`src/rtl/min_sad_tracker_pkg.sv`:
```
// -----------------------------------------------------------------------------
// min_sad_tracker_pkg
// Shared types and constants for the minimum-SAD tracker and its neighbours in
// the video path (the window-sum adder also uses SUM_MAX).
//   tracker_state_t : frame FSM states
//   SUM_W_DEF       : default window-sum width
//   COORD_W_DEF     : default coordinate width
//   SUM_MAX         : all-ones window sum, the "no candidate yet" value
//   sat_inc4        : 4-bit saturating increment used by the miss counter
// -----------------------------------------------------------------------------
package min_sad_tracker_pkg;

   typedef enum logic [1:0] {
      IDLE    = 2'd0,
      SCAN    = 2'd1,
      PUBLISH = 2'd2
   } tracker_state_t;

   localparam int          SUM_W_DEF   = 16;
   localparam int          COORD_W_DEF = 10;
   localparam logic [15:0] SUM_MAX     = 16'hFFFF;

   function automatic logic [3:0] sat_inc4(input logic [3:0] val);
      logic [3:0] res;
      if (val == 4'd15) begin
         res = 4'd15;
      end else begin
         res = val + 4'd1;
      end
      return res;
   endfunction

endpackage

```
`src/rtl/min_sad_tracker_if.sv`:
```
// -----------------------------------------------------------------------------
// min_sad_tracker_if
// Bundles the sample stream from the window-sum adder and the per-frame result
// towards game control.
//   master : sample source / result consumer (drives sof, eof, sum_valid,
//            soma, x, y; reads best_x, best_y, best_soma, found, lost,
//            result_valid)
//   slave  : the tracker (the opposite directions)
// -----------------------------------------------------------------------------
interface min_sad_tracker_if
   import min_sad_tracker_pkg::*;
#(
   parameter int SUM_W   = SUM_W_DEF,
   parameter int COORD_W = COORD_W_DEF
);
   logic               sof;
   logic               eof;
   logic               sum_valid;
   logic [SUM_W-1:0]   soma;
   logic [COORD_W-1:0] x;
   logic [COORD_W-1:0] y;
   logic [COORD_W-1:0] best_x;
   logic [COORD_W-1:0] best_y;
   logic [SUM_W-1:0]   best_soma;
   logic               found;
   logic               lost;
   logic               result_valid;

   modport master (
      output sof, eof, sum_valid, soma, x, y,
      input  best_x, best_y, best_soma, found, lost, result_valid
   );

   modport slave (
      input  sof, eof, sum_valid, soma, x, y,
      output best_x, best_y, best_soma, found, lost, result_valid
   );
endinterface

```
`src/rtl/min_sad_tracker_min_sample_reg.sv`:
```
// -----------------------------------------------------------------------------
// min_sample_reg
// Running minimum of the window sums within a frame plus the coordinates of
// the sample that produced it. A clear in the same cycle as a sample acts
// first, so that sample is compared against the freshly cleared minimum.
//   clk, rst     : pixel clock, synchronous active-high reset
//   clr_i        : restart the frame (minimum to all-ones, seen cleared)
//   sample_en_i  : a sample is offered for comparison this cycle
//   soma_i/x_i/y_i : the sample and its window centre
//   min_o/x_o/y_o  : current running minimum and its coordinates
//   seen_o       : at least one sample was taken since the last clear
// -----------------------------------------------------------------------------
module min_sample_reg
   import min_sad_tracker_pkg::*;
#(
   parameter int SUM_W   = SUM_W_DEF,
   parameter int COORD_W = COORD_W_DEF
) (
   input  logic               clk,
   input  logic               rst,
   input  logic               clr_i,
   input  logic               sample_en_i,
   input  logic [SUM_W-1:0]   soma_i,
   input  logic [COORD_W-1:0] x_i,
   input  logic [COORD_W-1:0] y_i,
   output logic [SUM_W-1:0]   min_o,
   output logic [COORD_W-1:0] x_o,
   output logic [COORD_W-1:0] y_o,
   output logic               seen_o
);
   logic [SUM_W-1:0]   min_q, min_d, base_min_s;
   logic [COORD_W-1:0] x_q, x_d, y_q, y_d;
   logic               seen_q, seen_d, base_seen_s, take_s;

   // Clear-then-compare; strict less-than keeps the earlier sample on ties.
   always_comb begin
      base_min_s  = min_q;
      base_seen_s = seen_q;
      min_d       = min_q;
      x_d         = x_q;
      y_d         = y_q;
      seen_d      = seen_q;
      if (clr_i) begin
         base_min_s  = {SUM_W{1'b1}};
         base_seen_s = 1'b0;
      end else begin
         base_min_s  = min_q;
         base_seen_s = seen_q;
      end
      take_s = sample_en_i && (soma_i < base_min_s);
      if (take_s) begin
         min_d  = soma_i;
         x_d    = x_i;
         y_d    = y_i;
         seen_d = 1'b1;
      end else begin
         min_d  = base_min_s;
         x_d    = x_q;
         y_d    = y_q;
         seen_d = base_seen_s;
      end
   end

   // Running minimum and coordinate registers.
   always_ff @(posedge clk) begin
      if (rst) begin
         min_q  <= {SUM_W{1'b1}};
         x_q    <= {COORD_W{1'b0}};
         y_q    <= {COORD_W{1'b0}};
         seen_q <= 1'b0;
      end else begin
         min_q  <= min_d;
         x_q    <= x_d;
         y_q    <= y_d;
         seen_q <= seen_d;
      end
   end

   assign min_o  = min_q;
   assign x_o    = x_q;
   assign y_o    = y_q;
   assign seen_o = seen_q;
endmodule

```
`src/rtl/min_sad_tracker.sv`:
```
// -----------------------------------------------------------------------------
// min_sad_tracker
// Tracks the smallest window sum of each frame and, one cycle after the frame
// ends, publishes its position with found/lost status for the ship-position
// logic.
//   clk, rst : pixel clock, synchronous active-high reset
//   bus      : min_sad_tracker_if.slave (sample stream in, frame result out)
// -----------------------------------------------------------------------------
module min_sad_tracker
   import min_sad_tracker_pkg::*;
#(
   parameter int               SUM_W       = SUM_W_DEF,
   parameter int               COORD_W     = COORD_W_DEF,
   parameter logic [SUM_W-1:0] THRESH      = 16'd6000,
   parameter int               LOST_FRAMES = 4
) (
   input logic              clk,
   input logic              rst,
   min_sad_tracker_if.slave bus
);
   localparam logic [3:0] LOST_TH = 4'(LOST_FRAMES);

   tracker_state_t     state_q, state_d;
   logic               sample_en_s;
   logic [SUM_W-1:0]   run_min_s;
   logic [COORD_W-1:0] run_x_s, run_y_s;
   logic               run_seen_s;

   logic [COORD_W-1:0] best_x_q, best_x_d, best_y_q, best_y_d;
   logic [SUM_W-1:0]   best_soma_q, best_soma_d;
   logic               found_q, found_d, lost_q, lost_d;
   logic               result_valid_q, result_valid_d;
   logic [3:0]         miss_q, miss_d;

   // A sample coinciding with sof belongs to the new frame, even from IDLE.
   assign sample_en_s = bus.sum_valid && (bus.sof || (state_q == SCAN));

   min_sample_reg #(
      .SUM_W   (SUM_W),
      .COORD_W (COORD_W)
   ) u_min_sample_reg (
      .clk         (clk),
      .rst         (rst),
      .clr_i       (bus.sof),
      .sample_en_i (sample_en_s),
      .soma_i      (bus.soma),
      .x_i         (bus.x),
      .y_i         (bus.y),
      .min_o       (run_min_s),
      .x_o         (run_x_s),
      .y_o         (run_y_s),
      .seen_o      (run_seen_s)
   );

   // Frame FSM next state; sof restarts the scan from any state.
   always_comb begin
      state_d = state_q;
      if (bus.sof) begin
         state_d = SCAN;
      end else begin
         case (state_q)
            IDLE:    state_d = IDLE;
            SCAN: begin
               if (bus.eof) begin
                  state_d = PUBLISH;
               end else begin
                  state_d = SCAN;
               end
            end
            PUBLISH: state_d = IDLE;
            default: state_d = IDLE;
         endcase
      end
   end

   // Frame FSM state register.
   always_ff @(posedge clk) begin
      if (rst) begin
         state_q <= IDLE;
      end else begin
         state_q <= state_d;
      end
   end

   // Result and miss-counter update during the single PUBLISH cycle.
   always_comb begin
      best_x_d       = best_x_q;
      best_y_d       = best_y_q;
      best_soma_d    = best_soma_q;
      found_d        = found_q;
      lost_d         = lost_q;
      miss_d         = miss_q;
      result_valid_d = 1'b0;
      if (state_q == PUBLISH) begin
         result_valid_d = 1'b1;
         found_d        = run_seen_s && (run_min_s < THRESH);
         // An empty frame leaves the previous best in place.
         if (run_seen_s) begin
            best_x_d    = run_x_s;
            best_y_d    = run_y_s;
            best_soma_d = run_min_s;
         end else begin
            best_x_d    = best_x_q;
            best_y_d    = best_y_q;
            best_soma_d = best_soma_q;
         end
         if (found_d) begin
            miss_d = 4'd0;
         end else begin
            miss_d = sat_inc4(miss_q);
         end
         lost_d = (miss_d >= LOST_TH);
      end else begin
         result_valid_d = 1'b0;
      end
   end

   // Published result registers.
   always_ff @(posedge clk) begin
      if (rst) begin
         best_x_q       <= {COORD_W{1'b0}};
         best_y_q       <= {COORD_W{1'b0}};
         best_soma_q    <= {SUM_W{1'b1}};
         found_q        <= 1'b0;
         lost_q         <= 1'b0;
         result_valid_q <= 1'b0;
         miss_q         <= 4'd0;
      end else begin
         best_x_q       <= best_x_d;
         best_y_q       <= best_y_d;
         best_soma_q    <= best_soma_d;
         found_q        <= found_d;
         lost_q         <= lost_d;
         result_valid_q <= result_valid_d;
         miss_q         <= miss_d;
      end
   end

   assign bus.best_x       = best_x_q;
   assign bus.best_y       = best_y_q;
   assign bus.best_soma    = best_soma_q;
   assign bus.found        = found_q;
   assign bus.lost         = lost_q;
   assign bus.result_valid = result_valid_q;
endmodule

```
`src/flat_wrapper.sv`:
```
// flat-port wrapper written by rule: the top's interface ports become plain ports
module min_sad_tracker_flat import min_sad_tracker_pkg::*;
#(
   parameter int               SUM_W       = SUM_W_DEF,
   parameter int               COORD_W     = COORD_W_DEF,
   parameter logic [SUM_W-1:0] THRESH      = 16'd6000,
   parameter int               LOST_FRAMES = 4
)
  (clk, rst, bus_sof, bus_eof, bus_sum_valid, bus_soma, bus_x, bus_y, bus_best_x, bus_best_y, bus_best_soma, bus_found, bus_lost, bus_result_valid);
  min_sad_tracker_if #(.SUM_W(SUM_W), .COORD_W(COORD_W)) bus_i ();
  input logic clk;
  input logic rst;
  input wire logic [$bits(bus_i.sof)-1:0] bus_sof;
  input wire logic [$bits(bus_i.eof)-1:0] bus_eof;
  input wire logic [$bits(bus_i.sum_valid)-1:0] bus_sum_valid;
  input wire logic [$bits(bus_i.soma)-1:0] bus_soma;
  input wire logic [$bits(bus_i.x)-1:0] bus_x;
  input wire logic [$bits(bus_i.y)-1:0] bus_y;
  output wire logic [$bits(bus_i.best_x)-1:0] bus_best_x;
  output wire logic [$bits(bus_i.best_y)-1:0] bus_best_y;
  output wire logic [$bits(bus_i.best_soma)-1:0] bus_best_soma;
  output wire logic [$bits(bus_i.found)-1:0] bus_found;
  output wire logic [$bits(bus_i.lost)-1:0] bus_lost;
  output wire logic [$bits(bus_i.result_valid)-1:0] bus_result_valid;
  assign bus_i.sof = bus_sof;
  assign bus_i.eof = bus_eof;
  assign bus_i.sum_valid = bus_sum_valid;
  assign bus_i.soma = bus_soma;
  assign bus_i.x = bus_x;
  assign bus_i.y = bus_y;
  assign bus_best_x = bus_i.best_x;
  assign bus_best_y = bus_i.best_y;
  assign bus_best_soma = bus_i.best_soma;
  assign bus_found = bus_i.found;
  assign bus_lost = bus_i.lost;
  assign bus_result_valid = bus_i.result_valid;
  min_sad_tracker #(.SUM_W(SUM_W), .COORD_W(COORD_W), .THRESH(THRESH), .LOST_FRAMES(LOST_FRAMES)) u_core (.clk(clk), .rst(rst), .bus(bus_i));
endmodule
```
`config.mk`:
```
export PLATFORM = sky130hd
export DESIGN_NAME = min_sad_tracker_flat
export DESIGN_NICKNAME = d
export VERILOG_FILES = /design/src/rtl/min_sad_tracker_pkg.sv /design/src/rtl/min_sad_tracker_if.sv /design/src/rtl/min_sad_tracker_min_sample_reg.sv /design/src/rtl/min_sad_tracker.sv /design/src/flat_wrapper.sv
export SDC_FILE = /design/constraint.sdc
export NUM_CORES = 1
export LEC_CHECK = 0
export CAP_MARGIN = 20
export CORE_MARGIN = 5
export CORE_UTILIZATION = 47
export CTS_BUF_LIST = sky130_fd_sc_hd__clkbuf_8
export DETAILED_ROUTE_END_ITERATION = 10
export GPL_ROUTABILITY_DRIVEN = 0
export HOLD_SLACK_MARGIN = 0.15
export PLACE_DENSITY = 0.81
export SETUP_SLACK_MARGIN = 0.3
export SLEW_MARGIN = 20
export SYNTH_ARGS = -nofsm -noshare
export SYNTH_HDL_FRONTEND = slang
export SYNTH_SLANG_ARGS = --single-unit
```
`constraint.sdc`:
```
create_clock -name clk -period 2.4 [get_ports clk]
set_input_delay 0.48 -clock clk [delete_from_list [all_inputs] [get_ports clk]]
set_output_delay 0.48 -clock clk [all_outputs]
set_load 0.05 [all_outputs]
```
==> results of run 1 <==
layout by cell type, fill, tap and decap left out, types with 2 or more instances in the layout:
cell type / synthesis / routed
a21o_1: 2 / 2
a21oi_1: 33 / 31
a21oi_2: 0 / 2
and3_4: 0 / 2
buf_12: 2 / 3
buf_16: 0 / 2
buf_4: 0 / 6
buf_6: 3 / 2
clkbuf_16: 0 / 3
clkbuf_8: 0 / 9
clkdlybuf4s50_1: 0 / 63
clkinvlp_4: 0 / 2
dfxtp_1: 82 / 78
dfxtp_2: 0 / 3
dlymetal6s2s_1: 0 / 13
ha_1: 16 / 11
ha_4: 0 / 5
inv_1: 3 / 3
inv_6: 0 / 2
mux2i_1: 36 / 35
nand2_1: 83 / 80
nand2_2: 1 / 4
nand2b_1: 43 / 43
nand3_1: 3 / 2
nand3b_1: 17 / 17
nor2_1: 54 / 46
nor2_2: 0 / 7
o21ai_0: 3 / 2
or2_2: 2 / 2
layout make-up:
type | instances | area (um2)
inverter | 3 | 11.3
multi-input combinational | 314 | 2010
tap | 102 | 128
clock inverter | 7 | 76.3
sequential | 82 | 1650
fill | 638 | 2630
timing repair buffer | 94 | 1060
clock buffer | 9 | 124
state kept, by name (all words and copies together) (netlist names), 2 cells and up:
name,flops
u_core.bus.best_y,10
u_core.u_min_sample_reg.min_o,16
u_core.bus.best_x,10
u_core.u_min_sample_reg.x_o,10
u_core.miss_q,4
u_core.state_q,2
u_core.bus.best_soma,16
u_core.u_min_sample_reg.y_o,10
how the worst max path moves through the flow:
stage / start / endpoint / slack (ps) / depth (start not counted)
after floorplan: bus_sof / u_core.u_min_sample_reg.x_o[0] / 210 / 11
after global placement: bus_sof / u_core.u_min_sample_reg.x_o[6] / -300 / 10
after CTS: bus_soma[5] / u_core.u_min_sample_reg.y_o[5] / 280 / 8
final: bus_sof / u_core.u_min_sample_reg.y_o[5] / 300 / 10
after detailed placement: bus_sof / u_core.u_min_sample_reg.y_o[5] / -380 / 10
after global routing: u_core.u_min_sample_reg.min_o[6] / u_core.u_min_sample_reg.x_o[4] / 260 / 8
power groups by stage:
stage               Clock (mW)  Sequential, mW  Combinational, mW
detailed placement           0            1.46              0.287
CTS                       1.04            1.43              0.309
finish                    1.02            1.43              0.348
global route              1.11            1.44              0.373
floorplan                    0            1.46              0.182
global placement             0            1.46              0.280
through the flow:
| stage | setup TNS (ps) | instance area [um2] |
|---|---|---|
| global route | 0 | 5060 |
| global placement | -9640 | 4560 |
| CTS | 0 | 4830 |
| finish | 0 | 5060 |
| floorplan | 0 | 3720 |
| detailed placement | -11460 | 4560 |
tightest hold or removal path, cell delays in order:
cell and delay (ps):
dlymetal6s2s_1 120, nor2_1 60, mux2i_1 110
cells by family (layout without fill, tap and decap cells):
logic type      Yosys count  count (layout)  synth area share (%)
xor+xnor                  1               1                 0.237
mux                      36              36                  9.75
simple gates            213             213                  27.7
fa+ha+maj                16              16                  5.42
buf+inv                  32             113                  4.91
compound gates           48              48                  7.55
flops                    82              82                  44.4
what timing repair did:
item	in CTS	in global routing
cloned	2	3
setup endpoints to repair	37	37
pin swaps	1	15
gates resized for setup	9	45
metal layers:
layer / routed length [um] / share of wire, % / track usage, % / vias up
li1: - / - / - / 1557
met1: 4040 / 44 / 23.2 / 1451
met2: 4530 / 49 / 29.8 / 102
met3: 524 / 5.7 / 5.52 / 11
met4: 125 / 1.4 / 5.67 / 0
met5: 0 / 0 / 0 / -
==> results.toml, run 1 <==
[synth]
syn_area_um2 = 3700
synth_edf_count = 0
synth_top_cell_by_area = "dfxtp_1"
synth_nets = 485
ys_seq_elements = 82
synthArstFlopShare_pct = 0
synth_ff_type = "dfxtp_1"
ys_seq_area_share_pct = 44.4
synth_cell_types = 36
synth.avg_cell_area_um2 = 8.64
synth_top_area_share_pct = 44.4
yosys_warnings = 0
netlist_top_cells_area = "dfxtp_1 (44%), mux2i_1 (9.7%), nand2_1 (8.4%)"
yosysMostFrequentCell = "nand2_1"
syn-instance-count = 428
netlist_top_cells_count = "nand2_1 (83), dfxtp_1 (82), nor2_1 (54)"

[cells_and_area]
n_antenna_cell = 0
final_cells = 611
utilization_pct = 65.8
syn_to_final_growth_pct = 36.9
layout-drive-gt1-share_pct = 13.0
layout.nets = 561

[hold_path]
whs_endpoint = "u_core.u_min_sample_reg.min_o[3]"
worstHoldStart = "bus_soma[3]"
hold_path.class = "in2reg"
holdPathStages = 3

[timing]
slew_headroom_pct = 57.8
tightest_slew_ps = 627
setup_viol = 0
fin_crit_sh_pct = 87.5
fin_skew_ps = 11.9
layout_min_cycle_time_ps = 2100
maxSlewViolCount = 0
hold_viol = 0
max_freq_mhz = 476
holdWs_ps = 440
rsz0062_at_grt = "no"
worst_slack_ps = 301

[routing]
first_iter_violations = 99
wirelength_mm = 9.21
first_pass_iters = 5
antenna_left = 0
wl_per_cell_um = 15.1
viasPerCell = 5.11
route.detailed.drc = 0
dr_total_vias = 3121

[floorplan]
core_area_um2 = 7690
rows = 32
ios = 80
die_x_um = 98.7
die-area_um2 = 9740
initial_core_util_pct = 48.1
dieHeight_um = 98.7

[setup_path]
cp.arrival_ps = 2390
r2r_end = "u_core.u_min_sample_reg.y_o[5]"
start_kind = "primary input"
path_buf_inv = 3
worst-path-max-fanout = 5
critPathTopFamily = "simple AND/OR/NAND/NOR gates"
reg2reg_slack_ps = 340
cpPeakStageDelay_ps = 320
crit-reg2reg-launch = "u_core.u_min_sample_reg.min_o[6]"
crit_path_cell_trace = "buf_4 -> clkbuf_16 -> nor2_2 -> ha_4 -> and3_4 -> a221o_1 -> nand2_2 -> and3_4 -> clkbuf_16 -> mux2i_2"
worstPathRequired_ps = 2690
cp-end-kind = "register"
worst_r2r_path_depth = 8
cp_slowest_cell = "a221o_1"
worstSetupPathType = "in2reg"

[pwr]
peakVddDrop_mv = 0.283
p_sw_share_pct = 25.8
p_clk_share_pct = 36.4
p_total_mw = 2.80
leakagePower_nw = 2.13
power-per-cell-area_nw_per_um2 = 553
power_frac_comb_pct = 12.4
p_seq_share_pct = 51.1
power.internal_mw = 2.08
switchingPower_uw = 721

[clocking]
worstSkewPairLatency_ps = 360
path_clk_slew_ps = 90
htreeDepth = 3
hold_buffers = 0
cts_buffer_depth = 2
cts_sinks = 82
cts_tree = "built"
post_cts_buffers = 0
numCtsBuffers = 9
root_buffer = "clkbuf_8"

[place]
numPortBuffers = 79
dp_cells = 590
pre_cts_ws_ps = -380
dp_hpwl_mm = 5.76

[global_route]
grt_usage_pct = 18.2
grt_pass1_vias = 3118
overflow = 0
grt_max_degree = 102
antenna_found_initial = 0
grt_first_pass_wirelength_mm = 14.6

[job]
maxCapViolations = 0

[run_status]
status = "finished, final reports clean"
Note: power is estimated with default switching activity, not from simulation.
==> run 2: changes to the inputs <==
--- a/config.mk
+++ b/config.mk
@@ -6,8 +6,10 @@
 export NUM_CORES = 1
 export LEC_CHECK = 0
 export CAP_MARGIN = 20
+export CELL_PAD_IN_SITES_DETAIL_PLACEMENT = 0
+export CELL_PAD_IN_SITES_GLOBAL_PLACEMENT = 1
 export CORE_MARGIN = 5
-export CORE_UTILIZATION = 47
+export CORE_UTILIZATION = 35
 export CTS_BUF_LIST = sky130_fd_sc_hd__clkbuf_8
 export DETAILED_ROUTE_END_ITERATION = 10
 export GPL_ROUTABILITY_DRIVEN = 0
==> run 2 against run 1 <==
  * Global-route usage is 3.8 points lower
  * Register-to-register slack better by 60 ps
  * Critical path type unchanged
  * Sequential power is essentially flat
  * Maximum frequency up 3.6%
  * Critical path depth rose by 1
  * First-iteration DRC count up 36%
  * Count of clock-buffer cells in the layout is 2 higher
  * Cell count increased by 6.4%
  * Combinational power barely moved
  * Core utilization is 16 points lower
==> results.toml, run 2 (same netlist as run 1, synthesis figures left out) <==
[pwr]
peakVddDrop_mv = 0.246
p_total_mw = 2.81
power-per-cell-area_nw_per_um2 = 551
leakagePower_nw = 2.08

[cells_and_area]
final_cell_mix = "nand2_1 (80), dfxtp_1 (72), clkdlybuf4s50_1 (64), nor2_1 (47), nand2b_1 (43)"
utilization_pct = 49.5
final_cells = 650
n_antenna_cell = 0
nFillCells = 975
syn_to_final_growth_pct = 38.3
final_common_cell = "nand2_1"
multi_input_area_um2 = 1990
layout.nets = 566
layout-drive-gt1-share_pct = 14.2
layout.area.seq_um2 = 1660

[routing]
wl_per_cell_um = 13.9
first_pass_iters = 4
viasPerCell = 4.78
first_iter_violations = 135
dr_total_vias = 3106
route.detailed.drc = 0
wirelength_mm = 9.05
antenna_left = 0

[timing]
maxSlewViolCount = 0
slew_headroom_pct = 55.3
fin_crit_sh_pct = 84.4
setup_viol = 0
max_freq_mhz = 493
tightest_slew_ps = 663
hold_viol = 0
rsz0062_at_grt = "no"
layout_min_cycle_time_ps = 2030
fin_skew_ps = 6.64

[setup_path]
cp.arrival_ps = 2260
worstPathRequired_ps = 2640
cp-end-kind = "register"
cpPeakStageDelay_ps = 320
worst-path-max-fanout = 5
path_common_cell = "buf_6"
worstSetupPathType = "in2reg"
crit_path_cell_trace = "buf_6 -> buf_12 -> nor2_1 -> ha_1 -> nand2_2 -> nor4_4 -> o2111ai_2 -> and3_4 -> buf_6 -> clkbuf_16 -> mux2i_1"
cp_slowest_cell = "nor4_4"
start_kind = "primary input"

[job]
maxCapViolations = 0

[floorplan]
ios = 80
dieHeight_um = 113
core_area_um2 = 10300
rows = 37
die_x_um = 113
initial_core_util_pct = 35.8
die-area_um2 = 12700

[clocking]
root_buffer = "clkbuf_8"
hold_buffers = 0
cts_sinks = 82
cts_tree = "built"
cts_buffer_depth = 2
worstSkewPairLatency_ps = 350
htreeDepth = 3
numCtsBuffers = 9
path_clk_slew_ps = 80

[global_route]
grt_usage_pct = 14.5
grt_max_degree = 68
antenna_found_initial = 0
grt_pass1_vias = 3004
overflow = 0
grt_first_pass_wirelength_mm = 15.0

[place]
dp_cells = 626
numPortBuffers = 79
dp_hpwl_mm = 5.98

[hold_path]
hold_path.class = "reg2reg"

[run_status]
status = "finished, final reports clean"
run 2: layout make-up:
cell class / count / share of cell area (%)
Sequential cell: 82 / 32.5
Timing Repair Buffer: 99 / 21.0
Clock inverter: 5 / 1.03
Multi-Input combinational cell: 314 / 38.9
Clock buffer: 11 / 2.96
Inverter: 3 / 0.220
Tap cell: 136 / 3.33
run 2: worst max-delay path: cells and delay by family:
kind | cells | cell delay [ps]
and+or+nand+nor | 4 | 650
adders and majority gates | 1 | 300
muxes | 1 | 110
AOI/OAI and AO/OA | 1 | 180
buffers and inverters | 4 | 530
run 2: metrics by stage:
step                      instance area, um2  setup slack, ps  TNS [ps]  hold slack, ps
after floorplan                         3720              211         0             432
after global placement                  4620             -328    -10460             442
after detailed placement                4620             -418    -13070             446
after CTS                               4970              302         0             459
after global routing                    5110              289         0             479
final                                   5110              374         0             456
run 2: where the power goes:
group | leakage [nW] | internal [mW] | switching [mW]
clock network | 0.105 | 0.533 | 0.503
logic | 1.32 | 0.194 | 0.155
registers | 0.664 | 1.40 | 0.0298
run 2: what timing repair did:
item,4_1_cts,5_1_grt
pin swaps,12,13
buffers inserted,2,1
endpoints found under the setup margin,37,35
resized for setup,25,35
cloned,3,2
run 2: path summary, 6_finish.rpt:
kind / start / endpoint / slack, ps / cells after the start
setup reg to reg: u_core.u_min_sample_reg.min_o[8] / u_core.u_min_sample_reg.y_o[2] / 400 / 9
hold / removal: u_core.bus.best_y[5] / u_core.bus.best_y[5] / 460 / 2
setup / recovery: bus_sof / u_core.u_min_sample_reg.y_o[2] / 370 / 11
hold reg to reg: u_core.bus.best_y[5] / u_core.bus.best_y[5] / 460 / 2
run 2: layer usage:
layer,wire (um),share of wire [%],vias up,global-route usage [%]
met1,4350,48,1446,19.5
met4,125,1.4,0,3.93
met2,4150,46,73,22.5
met5,0,0,-,0
li1,-,-,1575,-
met3,421,4.7,12,4.49
==> run 3: changes to the inputs <==
==> constraint.sdc (replaced) <==
create_clock -name clk -period 1.8 [get_ports clk]
set_input_delay 0.36 -clock clk [delete_from_list [all_inputs] [get_ports clk]]
set_output_delay 0.36 -clock clk [all_outputs]
set_load 0.05 [all_outputs]
==> run 3 against run 2 <==
  * The flow now finishes with violations (setup timing)
  * Sequential share of layout area shrank 0.95 points
  * Critical path depth fell by 2
  * Combinational power up 49%
  * Count of clock-buffer cells in the layout down 1
  * Highest routed layer unchanged
  * Register-to-register slack got worse by 570 ps
  * Sequential cell count stayed put
  * Clock power grew 33%
  * Via count up 2.3%
  * Global-route usage fell by 0.23 points
  * Clock skew rose by 3.4 ps
  * Routed wire length increased by 3.1%
==> results.toml, run 3 (same netlist as run 1, synthesis figures left out) <==
[floorplan]
dieHeight_um = 113
die_x_um = 113
initial_core_util_pct = 35.8
core_area_um2 = 10300
ios = 80
rows = 37
die-area_um2 = 12700

[pwr]
leakagePower_nw = 2.21
switchingPower_uw = 957
power.internal_mw = 2.84
p_clk_share_pct = 36.2
power_frac_comb_pct = 13.7
peakVddDrop_mv = 0.425
power-per-cell-area_nw_per_um2 = 724
p_seq_share_pct = 50.1
p_sw_share_pct = 25.2

[cells_and_area]
final_common_cell = "nand2_1"
design_area_um2 = 5240
layout-drive-gt1-share_pct = 27.2
final_cell_mix = "nand2_1 (79), dfxtp_1 (72), buf_4 (67), nor2_1 (47), nand2b_1 (43)"
n_antenna_cell = 0
syn_to_final_growth_pct = 41.8
layout.nets = 586
utilization_pct = 50.8

[timing]
slew_headroom_pct = 74.6
holdWs_ps = 325
maxSlewViolCount = 0
rsz0062_at_grt = "yes"
hold_viol = 0
setup_viol = 37
tightest_slew_ps = 376
fin_crit_sh_pct = 110
setup_tns_ps = -5080
layout_min_cycle_time_ps = 1970
fin_skew_ps = 10.0
max_freq_mhz = 507
worst_slack_ps = -174

[hold_path]
worstHoldStart = "bus_soma[1]"
hold_path.class = "in2reg"

[clocking]
numCtsBuffers = 9
cts_sinks = 82
hold_buffers = 0
cts_tree = "built"
htreeDepth = 3
root_buffer = "clkbuf_8"
worstSkewPairLatency_ps = 350
cts_buffer_depth = 2
path_clk_slew_ps = 90

[run_status]
status = "finished with violations"
violations = "setup timing"

[setup_path]
worstSetupPathType = "reg2reg"
worst-path-max-fanout = 5
crit-reg2reg-launch = "u_core.u_min_sample_reg.min_o[15]"
cp-end-kind = "register"
start_kind = "register"
cp.arrival_ps = 2250
worstPathRequired_ps = 2070
critical_path.startpoint = "u_core.u_min_sample_reg.min_o[15]"

[routing]
wl_per_cell_um = 13.9
first_pass_iters = 4
dr_total_vias = 3176
first_iter_violations = 137
route.detailed.drc = 0
viasPerCell = 4.74
wirelength_mm = 9.32
antenna_left = 0

[place]
numPortBuffers = 79
dp_hpwl_mm = 6.12
place_area_um2 = 4630

[global_route]
grt_usage_pct = 14.2
grt_first_pass_wirelength_mm = 14.8
grt_max_degree = 102
antenna_found_initial = 0
grt_pass1_vias = 3111
overflow = 0

[job]
maxCapViolations = 0
run 3: cell count changes in the layout (fill, tap and decap cells not counted), moves of 3 or more:
cell / change
clkinv_2: -3
clkdlybuf4s50_1: -38
dfxtp_2: +3
a21oi_1: -4
dfxtp_4: -3
ha_4: +3
buf_4: +57
a21oi_2: +4
ha_1: -3
run 3: what timing repair did:
item / in CTS / in global routing
cloned: 5 / 0
setup buffers: 3 / 5
pin swaps: 12 / 23
hold endpoints to repair: 0 / 0
setup endpoints to repair: 43 / 41
resized for setup: 42 / 36
run 3: per-stage QoR:
step / setup WS (ps) / std cells / power (mW)
6_report: -174 / 670 / 3.80
5_1_grt: -247 / 670 / 3.98
4_1_cts: -159 / 665 / 3.80
3_5_place_dp: -888 / 641 / 2.36
3_3_place_gp: -801 / 641 / 2.35
2_1_floorplan: -269 / 428 / 2.19
run 3: worst paths after layout:
kind	end	slack, ps	cells after the start
setup / recovery	u_core.u_min_sample_reg.y_o[6]	-170	9
setup reg to reg	u_core.u_min_sample_reg.y_o[6]	-170	9
hold / removal	u_core.u_min_sample_reg.min_o[1]	330	3
hold reg to reg	u_core.bus.best_x[6]	460	2
run 3: routing by layer:
layer	track usage, %	vias up	part of all wire (%)
li1	-	1621	-
met1	18.1	1481	46
met2	23.4	64	47
met3	4.49	10	5.4
met4	3.85	0	1.1
met5	0	-	0
run 3: power groups by stage:
stage,Sequential [mW],Combinational [mW],Clock [mW]
after floorplan,1.95,0.242,0
after global placement,1.94,0.410,0
after detailed placement,1.94,0.417,0
after CTS,1.90,0.493,1.41
after global routing,1.91,0.560,1.51
final,1.90,0.519,1.38
run 3: critical path, cell delays in order (launching register included):
cell and delay (ps):
dfxtp_2 340, nor2_2 160, ha_4 230, nand2_1 70, o2111ai_1 140, a211oi_2 290, and3_4 250, buf_6 130
buf_16 120, mux2i_1 180
run 3: cell type report:
class / count / area, um2
well taps: 136 / 170
repair buffers: 119 / 1120
inverters: 3 / 11.3
flip-flops and latches: 82 / 1650
multi-input cells: 314 / 2090
clock buffers: 10 / 138
fillers: 973 / 5080
clock inverters: 6 / 66.3
